`config.mk`:
```
export PLATFORM = sky130hd
export DESIGN_NAME = cond_flag_unit_flat
export DESIGN_NICKNAME = d
export VERILOG_FILES = /design/src/rtl/cond_flag_unit_if.sv /design/src/rtl/cond_flag_unit.sv /design/src/flat_wrapper.sv
export SDC_FILE = /design/constraint.sdc
export NUM_CORES = 1
export LEC_CHECK = 0
export CAP_MARGIN = 20
export CORE_UTILIZATION = 45
export DETAILED_ROUTE_END_ITERATION = 6
export PLACE_DENSITY = 0.82
export SETUP_SLACK_MARGIN = 0.5
export SLEW_MARGIN = 10
export SYNTH_ARGS = -nofsm -noshare
export SYNTH_HDL_FRONTEND = slang
export SYNTH_SLANG_ARGS = --single-unit
```
`constraint.sdc`:
```
create_clock -name clk -period 5 [get_ports clk]
set_clock_uncertainty 0.15 [all_clocks]
set_input_delay 1.5 -clock clk [delete_from_list [all_inputs] [get_ports clk]]
set_output_delay 1.5 -clock clk [all_outputs]
set_load 0.02 [all_outputs]
```
`src/rtl/cond_flag_unit_if.sv`:
```
`default_nettype none
// ============================================================================
// Module  : cond_flag_unit_if
// Brief   : ALU flag write port plus condition query/response handshake.
// Revision: 1.0 - initial release
// ============================================================================
interface cond_flag_unit_if #(
    parameter int unsigned CNT_W = 8
);
    logic             flag_we;
    logic             negative;
    logic             zero;
    logic             carry;
    logic             overflow;
    logic             cond_valid;
    logic [3:0]       cond;
    logic             cond_ready;
    logic             take_valid;
    logic             take;
    logic             take_ready;
    logic [3:0]       flags_q;
    logic [CNT_W-1:0] take_count;

    // Producer/consumer side: ALU flags in, branch logic queries and consumes.
    modport master (
        output flag_we, negative, zero, carry, overflow,
        output cond_valid, cond, take_ready,
        input  cond_ready, take_valid, take, flags_q, take_count
    );

    modport slave (
        input  flag_we, negative, zero, carry, overflow,
        input  cond_valid, cond, take_ready,
        output cond_ready, take_valid, take, flags_q, take_count
    );
endinterface
`default_nettype wire

```
`src/rtl/cond_flag_unit.sv`:
```
`default_nettype none
// ============================================================================
// Module  : cond_flag_unit
// Brief   : NZCV flag register, condition-code evaluator with a one-deep
//           response register, and saturating taken-condition counter.
//           Optional macro COND_FLAG_BYPASS_EN forwards same-cycle flag
//           writes into query evaluation.
// Revision: 1.0 - initial release
// ============================================================================
module cond_flag_unit #(
    parameter int unsigned CNT_W     = 8,
    parameter logic [3:0]  RST_FLAGS = 4'b0000
) (
    input wire logic           clk,
    input wire logic           rst,
    cond_flag_unit_if.slave    bus
);
    localparam logic [0:0]       S_EMPTY   = 1'b0;
    localparam logic [0:0]       S_FULL    = 1'b1;
    localparam logic [CNT_W-1:0] C_CNT_MAX = {CNT_W{1'b1}};

    logic [0:0]       r_state;
    logic [0:0]       w_state_nxt;
    logic             r_take;
    logic             w_take_nxt;
    logic [3:0]       r_flags;
    logic [3:0]       w_eval_flags;
    logic [CNT_W-1:0] r_count;
    logic             w_take_valid;
    logic             w_cond_ready;
    logic             w_accept;
    logic             w_consume;
    logic             w_cond_true;
    logic             w_n, w_z, w_c, w_v;

    assign w_take_valid = (r_state == S_FULL);
    assign w_cond_ready = !w_take_valid || bus.take_ready;
    assign w_accept     = bus.cond_valid && w_cond_ready;
    assign w_consume    = w_take_valid && bus.take_ready;

`ifdef COND_FLAG_BYPASS_EN
    assign w_eval_flags = bus.flag_we ? {bus.negative, bus.zero, bus.carry, bus.overflow}
                                      : r_flags;
`else
    assign w_eval_flags = r_flags;
`endif

    assign {w_n, w_z, w_c, w_v} = w_eval_flags;

    always_comb begin
        w_cond_true = 1'b0;
        unique case (bus.cond)
            4'h0: w_cond_true = w_z;
            4'h1: w_cond_true = !w_z;
            4'h2: w_cond_true = w_c;
            4'h3: w_cond_true = !w_c;
            4'h4: w_cond_true = w_n;
            4'h5: w_cond_true = !w_n;
            4'h6: w_cond_true = w_v;
            4'h7: w_cond_true = !w_v;
            4'h8: w_cond_true = w_c && !w_z;
            4'h9: w_cond_true = !w_c || w_z;
            4'hA: w_cond_true = (w_n == w_v);
            4'hB: w_cond_true = (w_n != w_v);
            4'hC: w_cond_true = !w_z && (w_n == w_v);
            4'hD: w_cond_true = w_z || (w_n != w_v);
            4'hE: w_cond_true = 1'b1;
            4'hF: w_cond_true = 1'b0;
        endcase
    end

    always_ff @(posedge clk or posedge rst) begin
        if (rst) begin
            r_state <= S_EMPTY;
            r_take  <= 1'b0;
        end else begin
            r_state <= w_state_nxt;
            r_take  <= w_take_nxt;
        end
    end

    // In FULL an accept implies take_ready, so the held response is consumed.
    always_comb begin
        w_state_nxt = r_state;
        w_take_nxt  = r_take;
        case (r_state)
            S_EMPTY: begin
                if (w_accept) begin
                    w_state_nxt = S_FULL;
                    w_take_nxt  = w_cond_true;
                end
            end
            S_FULL: begin
                if (w_accept) begin
                    w_take_nxt = w_cond_true;
                end else if (w_consume) begin
                    w_state_nxt = S_EMPTY;
                end
            end
            default: w_state_nxt = S_EMPTY;
        endcase
    end

    always_ff @(posedge clk or posedge rst) begin
        if (rst) begin
            r_flags <= RST_FLAGS;
        end else if (bus.flag_we) begin
            r_flags <= {bus.negative, bus.zero, bus.carry, bus.overflow};
        end
    end

    always_ff @(posedge clk or posedge rst) begin
        if (rst) begin
            r_count <= '0;
        end else if (w_consume && r_take && (r_count != C_CNT_MAX)) begin
            r_count <= r_count + 1'b1;
        end
    end

    assign bus.cond_ready = w_cond_ready;
    assign bus.take_valid = w_take_valid;
    assign bus.take       = r_take;
    assign bus.flags_q    = r_flags;
    assign bus.take_count = r_count;
endmodule
`default_nettype wire

```
`src/flat_wrapper.sv`:
```
// flat-port wrapper written by rule: the top's interface ports become plain ports
module cond_flag_unit_flat 
#(
    parameter int unsigned CNT_W     = 8,
    parameter logic [3:0]  RST_FLAGS = 4'b0000
)
  (clk, rst, bus_flag_we, bus_negative, bus_zero, bus_carry, bus_overflow, bus_cond_valid, bus_cond, bus_take_ready, bus_cond_ready, bus_take_valid, bus_take, bus_flags_q, bus_take_count);
  cond_flag_unit_if #(.CNT_W(CNT_W)) bus_i ();
  input wire logic clk;
  input wire logic rst;
  input wire logic [$bits(bus_i.flag_we)-1:0] bus_flag_we;
  input wire logic [$bits(bus_i.negative)-1:0] bus_negative;
  input wire logic [$bits(bus_i.zero)-1:0] bus_zero;
  input wire logic [$bits(bus_i.carry)-1:0] bus_carry;
  input wire logic [$bits(bus_i.overflow)-1:0] bus_overflow;
  input wire logic [$bits(bus_i.cond_valid)-1:0] bus_cond_valid;
  input wire logic [$bits(bus_i.cond)-1:0] bus_cond;
  input wire logic [$bits(bus_i.take_ready)-1:0] bus_take_ready;
  output wire logic [$bits(bus_i.cond_ready)-1:0] bus_cond_ready;
  output wire logic [$bits(bus_i.take_valid)-1:0] bus_take_valid;
  output wire logic [$bits(bus_i.take)-1:0] bus_take;
  output wire logic [$bits(bus_i.flags_q)-1:0] bus_flags_q;
  output wire logic [$bits(bus_i.take_count)-1:0] bus_take_count;
  assign bus_i.flag_we = bus_flag_we;
  assign bus_i.negative = bus_negative;
  assign bus_i.zero = bus_zero;
  assign bus_i.carry = bus_carry;
  assign bus_i.overflow = bus_overflow;
  assign bus_i.cond_valid = bus_cond_valid;
  assign bus_i.cond = bus_cond;
  assign bus_i.take_ready = bus_take_ready;
  assign bus_cond_ready = bus_i.cond_ready;
  assign bus_take_valid = bus_i.take_valid;
  assign bus_take = bus_i.take;
  assign bus_flags_q = bus_i.flags_q;
  assign bus_take_count = bus_i.take_count;
  cond_flag_unit #(.CNT_W(CNT_W), .RST_FLAGS(RST_FLAGS)) u_core (.clk(clk), .rst(rst), .bus(bus_i));
endmodule
```
==> results.sh <==
export IMPL_status="completed"
export IMPL_drtPass1Iterations=2
export IMPL_num_vias=595
export IMPL_drtIter0Drc=1
export IMPL_maxCapViolations=0
export IMPL_initial_utilization_pct=48.26
export IMPL_ys_seq_area_share_pct=48.19
export IMPL_synth_top_area_share_pct=48.19
export IMPL_cp_depth=3
export IMPL_power_uw=367.7
export IMPL_cpMostUsedCell="clkdlybuf4s50_1"
export IMPL_n_antenna_cell=0
export IMPL_fp_row_count=14
export IMPL_power_density_nw_per_um2=357.5
export IMPL_clockBufferDepth=2
export IMPL_wl_um=1490
export IMPL_final_min_clock_period_ns=4.409
export IMPL_setup_ws_ns=0.5908
export IMPL_cts_inserted_buffers=3
export IMPL_reg2reg_to="u_core.bus.take_count[5]$_DFFE_PP0P_"
export IMPL_cp_end_kind="output pin"
export IMPL_fin_crit_sh_pct=88.18
export IMPL_pin_count=28
export IMPL_worst_pin_slew_ns=0.5071
export IMPL_crit_path_end="bus_cond_ready"
export IMPL_synth_ff_type="dfrtp_1"
export IMPL_cp_startpoint="bus_take_ready"
export IMPL_syn_instance_count=62
export IMPL_r2r_setup_slack_ns=3.24
export IMPL_post_cts_buffers=0
export IMPL_r2r_cells=5
export IMPL_cts_resized=0
export IMPL_synth_cell_types=28
export IMPL_startpoint_type="primary input"
export IMPL_rsz0062_at_grt="false"
export IMPL_syn_to_final_growth_pct=41.48
export IMPL_dp_hpwl_um=1141
export IMPL_ys_seq_elements=14
export IMPL_final_hold_viol_count=0
export IMPL_clk_latency_ns=0.28
export IMPL_crit_family="buffers and inverters"
export IMPL_synth_most_common_cell="dfrtp_1"
export IMPL_syn_area_um2=726.9
export IMPL_synth_fp_nets=76
export IMPL_clk_pin_slew_worst_paths_ns=0.08
export IMPL_h_tree_depth=1
export IMPL_clkSinkCount=14
export IMPL_synth_area_top_cells="dfrtp_1, mux2_2, xnor2_1, xor2_1, nand2_1"
export IMPL_report_final_slew_viol_count=0
export IMPL_layout_nets=107
export IMPL_fin_tns_setup_ns=0
export IMPL_synth_enable_flop_cells=0
export IMPL_yosys_area_top_type="dfrtp_1"
export IMPL_critPathMaxFanout=4
export IMPL_p_leak_nw=0.4347
export IMPL_critPathArrivalTime_ns=2.76
export IMPL_avgSynthCellArea_um2=11.72
export IMPL_finish_utilization_pct=68.27
export IMPL_die_w_um=42.19
export IMPL_place_ws_ns=0.5924
export IMPL_fmax_mhz=226.8
export IMPL_grt_start_max_net_pins=15
export IMPL_worstReg2RegStart="u_core.bus.take_count[4]$_DFFE_PP0P_"
export IMPL_gp_congestion=0.7911
export IMPL_cts_hold_buf=0
export IMPL_setup_viol=0
export IMPL_wl_per_cell_um=13.93
export IMPL_yosys_warnings=0
export IMPL_cts_tree="built"
export IMPL_synthTopCellsByCount="dfrtp_1, nand2_1, xnor2_1"
export IMPL_layout_drive_gt1_share_pct=12.09
export IMPL_die_y_um=42.19
export IMPL_cp_slowest_stage_delay_ns=0.62
export IMPL_vias_per_cell=5.561
export IMPL_portBuffers=27
export IMPL_min_path_type="flip-flop to flip-flop"
export IMPL_ir_drop_v=0.0002713
export IMPL_cp_required_ns=3.35
export IMPL_antenna_found_initial=0
export IMPL_drc=0
export IMPL_grt_pass1_wl_um=2635
export IMPL_grt_pass1_vias=614
export IMPL_path_class="primary input to output pin"
export IMPL_antenna_left=0
export IMPL_slew_headroom_pct=66.15
export IMPL_grt_overflow=0
export IMPL_grt_usage_pct=19.96
export IMPL_crit_chain="clkdlybuf4s50_1 -> nand2b_1 -> clkdlybuf4s50_1"
export IMPL_crit_slowest_cell="clkdlybuf4s50_1"
export IMPL_async_reset_ff_share_pct=100.0
export IMPL_path_buf_inv=2
export IMPL_cts_root_buf="clkbuf_4"
export IMPL_coreArea_um2=1506
export IMPL_die_area_um2=1780
==> per-layer routing <==
layer	global-route usage, %	wire length, um
met1	23.14	640
met2	34.77	710
met3	3.017	99
met4	11.25	40
met5	0	0
==> report_power, final <==
| part | total [mW] | switching, mW | internal (mW) | leakage [nW] |
|---|---|---|---|---|
| Clock | 0.0626 | 0.0347 | 0.0280 | 0.0138 |
| Sequential | 0.163 | 0.0272 | 0.136 | 0.175 |
| Combinational | 0.142 | 0.0653 | 0.0767 | 0.246 |
| Total | 0.368 | 0.127 | 0.241 | 0.435 |
==> how the worst min path moves through the flow <==
stage                                               from                                    to  slack, ns  depth (start not counted)
CTS                 u_core.bus.take_count[0]$_DFFE_PP0P_  u_core.bus.take_count[0]$_DFFE_PP0P_       0.39                          1
detailed placement  u_core.bus.take_count[0]$_DFFE_PP0P_  u_core.bus.take_count[0]$_DFFE_PP0P_       0.37                          1
global placement    u_core.bus.take_count[0]$_DFFE_PP0P_  u_core.bus.take_count[0]$_DFFE_PP0P_       0.36                          1
global route        u_core.bus.take_count[0]$_DFFE_PP0P_  u_core.bus.take_count[0]$_DFFE_PP0P_       0.41                          1
floorplan           u_core.bus.take_count[0]$_DFFE_PP0P_  u_core.bus.take_count[0]$_DFFE_PP0P_       0.46                          1
finish              u_core.bus.take_count[0]$_DFFE_PP0P_  u_core.bus.take_count[0]$_DFFE_PP0P_       0.37                          1
==> cells in the final DEF (no fill, tap or decap), drive strengths merged, types with 2 or more instances in the layout <==
| cell | Yosys | routed |
|---|---|---|
| nand3 | 2 | 2 |
| a21oi | 2 | 2 |
| mux2 | 6 | 6 |
| nand2 | 6 | 6 |
| xor2 | 4 | 4 |
| dfrtp | 14 | 14 |
| nand2b | 2 | 2 |
| xnor2 | 6 | 6 |
| clkbuf | 0 | 3 |
| inv | 2 | 2 |
| clkdlybuf4s50 | 0 | 27 |
==> cell families (layout without fill, tap and decap cells) <==
group                      Yosys count  count (layout)  synth area share, %
xor gates and xnor gates            10              10                12.05
and+or+nand+nor                     19              19                14.29
buffers and inverters                3              32                2.582
DFF                                 14              14                48.19
muxes                                7               7                11.19
AOI/OAI and AO/OA                    8               8                9.983
adders and majority gates            1               1                1.721
==> worst reg2reg max path, stage by stage (launching register included) <==
cell	delay, ns
dfrtp_1	0.44
and4_1	0.25
a41oi_2	0.26
and3_1	0.24
nand4_1	0.15
xnor2_1	0.16
==> final cells by class <==
cell class	instances	area, um^2
Clock buffer	3	22.52
Timing Repair Buffer	27	270.3
Tap cell	16	20.02
Multi-Input combinational cell	45	357.8
Sequential cell	14	350.3
Fill cell	125	478.0
Inverter	2	7.507
==> flip-flops by register name, indices dropped and copies added, names as in the netlist <==
name,count
u_core.bus.take_count,8
u_core.bus.take,1
u_core.bus.take_valid,1
u_core.bus.flags_q,4
==> metrics by stage <==
stage	instance area, um^2	hold WS, ns	instances
floorplan	726.9	0.4618	62
global placement	1006	0.3579	104
detailed placement	1006	0.3701	104
CTS	1028	0.3892	107
global route	1028	0.4093	107
finish	1028	0.3746	107
No activity file was read; power rests on OpenSTA's default activity.
